$ cat src/rtl/count_seq_ctrl.sv
// count_seq_ctrl: move sequencer for an external up/down position counter.
// Takes an absolute target over a valid/ready command port, then steps the
// counter one position per DIV clocks until count matches the target.
//
// Ports:
//   clk, rst      clock, asynchronous active-high reset
//   cmd_valid     command present
//   cmd_ready     command accepted when cmd_valid && cmd_ready
//   cmd_target    requested absolute position (N bits)
//   abort         stop the current move at the next step boundary
//   count         current counter value fed back from the counter
//   en            counter enable, one cycle per step
//   cw            step direction, 1 = increment, 0 = decrement
//   busy          a move is in progress
//   done          one-cycle pulse when a move finishes or is aborted
//   err           one-cycle pulse when a command is rejected
//   steps         (COUNT_SEQ_STEPS_EN only) en pulses in current/last move
//
// Optional feature macro: COUNT_SEQ_STEPS_EN adds the steps output.

module count_seq_ctrl #(
    parameter int             N       = 20,
    parameter int             DIV     = 4,
    parameter logic [N-1:0]   MAX_POS = {N{1'b1}}
) (
    input  logic           clk,
    input  logic           rst,
    input  logic           cmd_valid,
    output logic           cmd_ready,
    input  logic [N-1:0]   cmd_target,
    input  logic           abort,
    input  logic [N-1:0]   count,
    output logic           en,
    output logic           cw,
    output logic           busy,
    output logic           done,
    output logic           err
`ifdef COUNT_SEQ_STEPS_EN
    ,
    output logic [N-1:0]   steps
`endif
);

    if (DIV < 2 || DIV > 65536) begin : g_bad_div
        $error("count_seq_ctrl: DIV must be in 2..65536");
    end

    localparam logic [1:0]  IDLE   = 2'd0;
    localparam logic [1:0]  MOVE   = 2'd1;
    localparam logic [1:0]  DONE   = 2'd2;

    localparam logic [15:0] RELOAD = 16'(DIV - 1);

    // One guard bit keeps the range check a real compare even when
    // MAX_POS is the all-ones default.
    localparam logic [N:0]  MAX_W  = {1'b0, MAX_POS};

    logic [1:0]   state;
    logic [1:0]   state_nx;
    logic [15:0]  presc;
    logic [N-1:0] target;
    logic         abort_q;

    logic         accept;
    logic         reject;
    logic         take;
    logic         expire;
    logic         stop;
    logic         step;

    assign accept = cmd_valid && (state == IDLE);
    assign reject = accept && ({1'b0, cmd_target} > MAX_W);
    assign take   = accept && !reject;

    // Step boundary: the only cycle on which count is compared.
    assign expire = (state == MOVE) && (presc == 16'd0);

    // An abort arriving on the boundary cycle itself also stops the move.
    assign stop   = (count == target) || abort_q || abort;
    assign step   = expire && !stop;

    assign cmd_ready = (state == IDLE);
    assign busy      = (state == MOVE);
    assign done      = (state == DONE);

    always_comb begin
        state_nx = state;
        unique case (state)
            IDLE:    if (take) state_nx = MOVE;
            MOVE:    if (expire && stop) state_nx = DONE;
            DONE:    state_nx = IDLE;
            default: state_nx = IDLE;
        endcase
    end

    always_ff @(posedge clk or posedge rst) begin
        if (rst) begin
            state <= IDLE;
        end else begin
            state <= state_nx;
        end
    end

    always_ff @(posedge clk or posedge rst) begin
        if (rst) begin
            presc <= 16'd0;
        end else if (take) begin
            presc <= RELOAD;
        end else if (state == MOVE) begin
            if (presc != 16'd0) begin
                presc <= presc - 16'd1;
            end else if (step) begin
                presc <= RELOAD;
            end
        end
    end

    always_ff @(posedge clk or posedge rst) begin
        if (rst) begin
            target <= '0;
        end else if (take) begin
            target <= cmd_target;
        end
    end

    // Sticky abort request; dropped when the move ends.
    always_ff @(posedge clk or posedge rst) begin
        if (rst) begin
            abort_q <= 1'b0;
        end else begin
            abort_q <= (state == MOVE) && !(expire && stop)
                       && (abort_q || abort);
        end
    end

    // en and cw leave together; cw holds between steps.
    always_ff @(posedge clk or posedge rst) begin
        if (rst) begin
            en <= 1'b0;
            cw <= 1'b0;
        end else begin
            en <= step;
            if (step) begin
                cw <= (target > count);
            end
        end
    end

    always_ff @(posedge clk or posedge rst) begin
        if (rst) begin
            err <= 1'b0;
        end else begin
            err <= reject;
        end
    end

`ifdef COUNT_SEQ_STEPS_EN
    always_ff @(posedge clk or posedge rst) begin
        if (rst) begin
            steps <= '0;
        end else if (take) begin
            steps <= '0;
        end else if (step) begin
            steps <= steps + {{(N-1){1'b0}}, 1'b1};
        end
    end
`endif

endmodule

$ cat config.mk
export PLATFORM = sky130hd
export DESIGN_NAME = count_seq_ctrl
export DESIGN_NICKNAME = d
export VERILOG_FILES = /design/src/rtl/count_seq_ctrl.sv
export SDC_FILE = /design/constraint.sdc
export NUM_CORES = 1
export LEC_CHECK = 0
export ABC_AREA = 1
export CORE_ASPECT_RATIO = 0.8
export CORE_MARGIN = 1
export CORE_UTILIZATION = 56
export CTS_CLUSTER_SIZE = 28
export DETAILED_ROUTE_END_ITERATION = 10
export GPL_ROUTABILITY_DRIVEN = 0
export PLACE_DENSITY = 0.92
export REMOVE_ABC_BUFFERS = 1
export SLEW_MARGIN = 20
export SYNTH_ARGS = -nofsm -noshare
export SYNTH_HDL_FRONTEND = slang
export SYNTH_SLANG_ARGS = --single-unit
$ cat constraint.sdc
create_clock -name clk -period 3.6 [get_ports clk]
set_clock_uncertainty 0.05 [all_clocks]
set_input_delay 0.72 -clock clk [delete_from_list [all_inputs] [get_ports clk]]
set_output_delay 0.72 -clock clk [all_outputs]
set_load 0.005 [all_outputs]
=== Yosys cells after proc, flatten, opt, wreduce, memory -nomap -nowiden ===
Cells that the tools add are included.

* Reductions and logical operators: 18
* Equal/unequal tests: 5
* Muxes and demuxes: 7
* Order comparisons: 1
* Add/subtract/negate cells: 1

{| class="wikitable"
|+ Operators by type and width
! operator !! number
|-
| two-way mux 16 bit || 4
|-
| == test 20 bit || 1
|-
| greater-than comparator 20 bit || 1
|-
| logical NOT 16 bit || 1
|-
| nonzero test 16 bit || 1
|-
| subtractor 16 x 1 -> 16 bit, second input constant || 1
|-
| logical AND 1 bit || 6
|-
| two-way mux 2 bit || 2
|-
| inequality test 2 x 1 -> 1 bit, second input constant || 2
|-
| case mux 2 bit (2 select lines) || 1
|-
| AND reduction 2 bit || 2
|-
| logical OR 1 bit || 3
|-
| nonzero test 3 bit || 1
|-
| == test 2 x 1 -> 1 bit, second input constant || 1
|-
| == test 2 bit, second input constant || 1
|-
| logical NOT 1 bit || 2
|-
| logical NOT 2 bit || 1
|-
| nonzero test 2 bit || 1
|}

* Flip-flop bits (word level): 41
* Logic and storage cells: 38
* Bits of input ports: 44
* Output and inout port bits: 6

=== Logic depth before layout (Yosys ltp) ===
Gate-level depths: netlist (run 1).

* Depth after elaboration: 9
* Mapped depth: 13
* Mapped depth without buffers: 13

=== Least setup slack after synthesis (run 1) ===
No wires, ideal clock.

* Kind: input port to flip-flop
* From: input count[19]
* To: register presc[1]
* Buffers on the path: 0
* Setup time: 0.116 ns
* Stages: 13
* Data required time: 3.434 ns
* Slack: 1.544 ns
* Arrival time: 1.890 ns
* Path through: inv_1 ha_1 nand2_1 nor2_2 nand2_2 nor2_2 nand2_2 nand2_4 nand2_4 nand2_8 nand2_1 nand2_1 nand2_1

* Longest elaborated chain between the ends: 7

{| class="wikitable"
|+ Ends and longest elaborated chain
! element !! line !! source
|-
| from (decl) || 32 || <nowiki>input logic [N-1:0] count,</nowiki>
|-
| == test 20 bit || 79 || <nowiki>assign stop = (count == target) || abort_q || abort;</nowiki>
|-
| logical OR 1 bit (2 in a row) || 79 ||
|-
| logical NOT 1 bit || 80 || <nowiki>assign step = expire && !stop;</nowiki>
|-
| logical AND 1 bit || 80 ||
|-
| nonzero test 3 bit (no source line) || n/a ||
|-
| AND reduction 2 bit (no source line) || n/a ||
|-
| to (signal assigned) || 111 || <nowiki>presc <= presc - 16'd1;</nowiki>
|-
| to (decl) || 60 || <nowiki>logic [15:0] presc;</nowiki>
|}

Every way passes these cells.
A chain may end at the register's enable or synchronous reset.

=== Worst setup path in the final report (run 1) ===
* From: input count[11]
* To: register presc[1]

Same word-level chain as after synthesis.

==> results of run 1 <==
[state kept, by name, indices dropped and copies added, names as in the netlist]
register	flops
presc	16
target	20
en	1
cw	1
abort_q	1
state	2
[area by class of cell]
| type | instances | share of cell area |
|---|---|---|
| clock inverters | 1 | 0.00922 |
| well taps | 57 | 0.0219 |
| repair buffers | 50 | 0.152 |
| inverters | 45 | 0.0519 |
| multi-input cells | 225 | 0.423 |
| clock buffers | 7 | 0.0265 |
| flip-flops and latches | 41 | 0.315 |
[cell families after synthesis]
family                     share of synthesized area
other                                        0.00143
buffers and inverters                         0.0843
xor gates and xnor gates                      0.0167
adders and majority gates                      0.105
DFF                                            0.391
muxes                                         0.0815
AOI/OAI and AO/OA                             0.0353
and+or+nand+nor                                0.285
[power groups by stage]
stage / registers [mW] / logic (mW) / clock network (mW)
finish: 0.823 / 1.10 / 0.387
global route: 0.846 / 1.24 / 0.412
CTS: 0.817 / 1.10 / 0.394
detailed placement: 0.824 / 1.08 / 0
global placement: 0.812 / 1.01 / 0
floorplan: 0.779 / 0.814 / 0
[synthesized netlist by cell type, drive strengths merged]
master / count
o21ai: 6
ha: 22
buf: 7
conb: 1
nor3: 3
and2: 1
nor2: 39
nand3b: 2
dfrtp: 41
nand2: 79
nand4: 4
or2: 2
a21oi: 11
inv: 45
xor2: 5
o21a: 1
mux2: 19
nand3: 30
[critical path, delay by kind of cell]
kind,cells,cell delay [ps]
AND/OR/NAND/NOR,11,1160
buffers and inverters,2,490
adder cells (fa/ha/maj),1,300
[final timing paths]
kind | start | to | slack (ps) | cells past startpoint
worst max-delay path | count[11] | presc[1] | 1060 | 14
worst min-delay path | presc[0] | presc[0] | 450 | 2
worst max register to register | target[11] | presc[1] | 1580 | 12
worst min register to register | presc[0] | presc[0] | 450 | 2
max in group asynchronous | rst | target[11] | 2330 | 3
min in group asynchronous | rst | target[5] | 810 | 3
[per-layer routing]
layer  vias to the layer above  track usage  wire (um)
met2                        96        0.476       3020
met3                        12       0.0478        359
met1                      1058        0.314       2430
li1                       1107            -          -
met5                         -            0          0
met4                         0       0.0926         88
[through the flow]
step	utilization	hold WS (ps)	std cells	total power, mW
after floorplan	-	399	311	1.59
after global placement	0.724	417	418	1.82
after detailed placement	0.724	433	418	1.91
after CTS	0.751	453	426	2.31
after global routing	0.751	482	426	2.50
final	0.751	449	426	2.31
==> summary.txt, run 1 <==
Run status
  • Status: completed

Floorplan
  • DIE HEIGHT: 63.3 um
  • Cell row count: 21
  • Initial Utilization: 0.606
  • I/O pin total: 50
  • Core area: 4340 um^2
  • Die X: 78.6 um
  • Die area: 4970 um^2

Power
  • Switching pwr: 0.940 mW
  • Sw Ratio: 0.407
  • Lkg Pwr: 1.66 nW
  • Power per cell area: 709 nW/um^2
  • Int Pwr: 1.37 mW
  • Share of total power in the clock network: 0.168
  • VDD IR max: 396 uV
  • Seq pwr share: 0.356
  • Comb pwr share: 0.476

Layout
  • Fillers: 317
  • ANT cells: 0
  • Layout cell share with drive strength beyond 1: 0.125
  • Multi-input gate area: 1380 um^2
  • Commonest non-fill, non-tap cell in the layout: nand2_1
  • Design Area, Final: 3260 um^2
  • Register area: 1030 um^2
  • Area delta synth->final: 24.0%
  • Most frequent cells in the layout: 73 x nand2_1, 48 x clkdlybuf4s50_1, 45 x inv_1
  • Fin nets: 434

CTS
  • Resized cells post-CTS: 0
  • TritonCTS clock tree: done
  • CTS root buf: clkbuf_8
  • Sink Count: 41
  • CTS H-tree lvls: 2
  • Clk pin slew, worst setup/hold paths: 80 ps
  • # hold bufs at CTS: 0
  • Worst skew pair latency: 300 ps
  • Clock Path Buffers: 2
  • Setup repair bufs after CTS: 0
  • Num CTS Buffers: 5

Detailed routing
  • Drc violations: 0
  • Drt pass-1 iters: 5
  • Routed Antenna Nets: 0
  • Mean routed wirelength per cell: 13.8 um
  • Vias/cell: 5.34
  • Post-Route WL: 5900 um
  • Routed vias: 2273
  • Starting DRT DRC Count: 214

Critical path
  • Critical Path Sink Type: flip-flop
  • Max FO, Critical Path: 16
  • CP max stage delay: 450 ps
  • Crit Path Class: input pin to flip-flop
  • Most repeated library cell on the critical path: nand2_1
  • Required @ worst endpoint: 3740 ps
  • Crit path cell chain: clkdlybuf4s50_1 > inv_1 > ha_1 > nand2_1 > nor2_1 > nand2_1 > nor2_2 > nand2_2 > nand2_4 > nand2_4 > nand2_8 > nand2_1 > nand2_1 > nand2_1
  • Slowest CP cell: clkdlybuf4s50_1
  • Crit path launch type: input pin
  • Crit path arrival time: 2680 ps

Global route
  • Largest net degree at the start of global routing: 42
  • Initial antenna violation count: 0
  • First-pass GRT wire length: 9980 um
  • Vias in the first global route: 2239
  • All-layer global routing usage: 0.265
  • Total grt overflow: 0

Timing
  • Hold Violations, Final: 0
  • Setup violations, final: 0
  • Fin. max-slew vios: 0
  • Sum Neg Setup Slack: 0 ps
  • Rel. slew slack: 0.426
  • Minimum clock period: 2540 ps
  • Setup WS post-layout: 1060 ps
  • Fmax: 0.394 GHz
  • Worst-Margin Slew: 858 ps
  • Final Cycle Share: 0.704
  • RSZ-0062 raised after global routing: false

Synthesis
  • #FFs+latches synth: 41
  • Mapped Area: 2630 um^2
  • Yosys top cell area share: 0.391
  • Sequential area share after synthesis: 0.391
  • Yosys warnings: 0
  • Synth Instances: 318
  • Mapped Avg Cell Area: 8.26 um^2
  • Distinct cells, synth: 29
  • Cells taking the most area after synthesis: dfrtp_1 39%, ha_1 10%, nand2_1 10%
  • Synth area leader: dfrtp_1

Place
  • DP Area: 3140 um^2
  • PortBufs: 48
  • DPL Wire Length: 4400 um
  • Pre-CTS setup slack: 751 ps

Hold path
  • Hold crit path type: flip-flop to flip-flop

Job
  • Reported max-cap violation count: 0
Power figures use the tool's default switching activity.
==> run 2, diff against run 1 <==
- CORE_UTILIZATION: 56 -> 47
- PLACE_DENSITY: 0.92 -> 0.83
- clock period: 3.6 -> 2.25 ns (I/O delays scaled with it)
==> summary.txt, run 2 (synthesis gave the netlist of run 1 again) <==
Run status
  • Status: completed

Critical path
  • R2r worst-path depth: 12
  • Reg2reg setup slack: 400 ps
  • Required @ worst endpoint: 2440 ps
  • RR Startpoint: target[15]
  • Critical Path Sink Type: flip-flop
  • Crit path arrival time: 2320 ps
  • Crit Path Class: input pin to flip-flop
  • Reg2Reg Capture Point: presc[3]
  • Crit path launch type: input pin
  • Max FO, Critical Path: 9

Timing
  • Worst-Margin Slew: 521 ps
  • Rel. slew slack: 0.653
  • RSZ-0062 raised after global routing: false
  • Fmax: 0.470 GHz
  • Setup violations, final: 0
  • Minimum clock period: 2130 ps
  • Hold Violations, Final: 0
  • Final Cycle Share: 0.946
  • Fin. max-slew vios: 0

Hold path
  • Worst min-delay path startpoint: presc[0]
  • Hold crit path type: flip-flop to flip-flop
  • Hold Path End: presc[0]
  • Hold Path Stages: 2

Detailed routing
  • Post-Route WL: 5560 um
  • Mean routed wirelength per cell: 12.7 um
  • Drt pass-1 iters: 4
  • Routed vias: 2231
  • Starting DRT DRC Count: 139
  • Vias/cell: 5.09
  • Routed Antenna Nets: 0
  • Drc violations: 0

Layout
  • Reg with most FFs: target
  • Layout cell share with drive strength beyond 1: 0.149
  • Area delta synth->final: 26.8%
  • Design Area, Final: 3330 um^2
  • Fin nets: 443
  • ANT cells: 0
  • Max reg flops: 20
  • Most frequent cells in the layout: 73 x nand2_1, 48 x clkdlybuf4s50_1, 45 x inv_1
  • Layout Cells excl Fill: 438
  • Commonest non-fill, non-tap cell in the layout: nand2_1
  • Biggest regs: target x20, presc x16, state x2

Floorplan
  • I/O pin total: 50
  • Cell row count: 23
  • DIE HEIGHT: 68.9 um
  • Die X: 85.6 um
  • Core area: 5180 um^2
  • Initial Utilization: 0.507
  • Die area: 5890 um^2

Power
  • Power per cell area: 1080 nW/um^2
  • Lkg Pwr: 1.69 nW
  • VDD IR max: 544 uV

CTS
  • # hold bufs at CTS: 0
  • Setup repair bufs after CTS: 0
  • Clock Path Buffers: 2
  • CTS H-tree lvls: 2
  • TritonCTS clock tree: done
  • Worst skew pair latency: 300 ps
  • Sink Count: 41
  • Resized cells post-CTS: 0
  • Clk pin slew, worst setup/hold paths: 80 ps
  • CTS root buf: clkbuf_8
  • Num CTS Buffers: 5

Global route
  • Initial antenna violation count: 0
  • All-layer global routing usage: 0.210
  • Total grt overflow: 0
  • Vias in the first global route: 2180
  • First-pass GRT wire length: 9460 um
  • Largest net degree at the start of global routing: 42

Place
  • Dpl cells: 432
  • DP Area: 3250 um^2
  • PortBufs: 48
  • DPL Wire Length: 4240 um

Job
  • Reported max-cap violation count: 0
run 2: cell types whose count changed in the layout (fill, tap and decap cells not counted), sizes merged:
cell,delta
buf,+9
bufinv,-1
clkinv,+1
clkbuf,-2
run 2: critical path, stage by stage:
cell and delay [ps]:
clkdlybuf4s50_1 470, inv_1 50, ha_1 310, nand2_1 70
nor2_2 160, nand2_2 90, nor2_2 140, nand2_2 80
nand2_4 80, nand2_4 60, nand2_8 80, buf_12 120
nand3_1 70, nand2_1 70
run 2: power breakdown:
| group | total (mW) | internal, mW | switching, mW |
|---|---|---|---|
| registers | 1.31 | 1.07 | 0.239 |
| clock network | 0.451 | 0.204 | 0.247 |
| logic | 1.84 | 0.853 | 0.985 |
| total | 3.60 | 2.13 | 1.47 |
run 2: worst max path at each step:
stage	start	to	slack, ps	depth (start not counted)
3_3_place_gp	count[15]	presc[1]	-140	14
2_1_floorplan	count[19]	presc[1]	390	13
4_1_cts	count[15]	presc[3]	80	14
5_1_grt	count[15]	presc[7]	8	14
6_report	count[15]	presc[3]	120	14
3_5_place_dp	count[15]	presc[1]	-230	14
run 2: layer usage:
metal | up-vias | global-route usage | share of wire
met2 | 36 | 0.383 | 0.49
met3 | 8 | 0.0405 | 0.029
li1 | 1132 | - | -
met4 | 0 | 0.0708 | 0.010
met1 | 1055 | 0.254 | 0.47
met5 | - | 0 | 0
run 2: metrics by stage:
| stage | util | setup TNS [ps] | power, mW | setup slack, ps | hold WS, ps |
|---|---|---|---|---|---|
| 3_3_place_gp | 0.628 | -2280 | 3.04 | -136 | 417 |
| 4_1_cts | 0.642 | 0 | 3.60 | 84.8 | 452 |
| 2_1_floorplan | - | 0 | 2.55 | 390 | 399 |
| 6_report | 0.643 | 0 | 3.60 | 121 | 454 |
| 5_1_grt | 0.643 | 0 | 3.92 | 8.24 | 465 |
| 3_5_place_dp | 0.628 | -3770 | 3.15 | -231 | 433 |
run 2: cell type report:
| class | count | area (um^2) |
|---|---|---|
| fillers | 435 | 1850 |
| well taps | 62 | 77.6 |
| flip-flops and latches | 41 | 1030 |
| clock inverters | 1 | 5.00 |
| inverters | 45 | 169 |
| multi-input cells | 225 | 1380 |
| repair buffers | 59 | 601 |
| clock buffers | 5 | 68.8 |
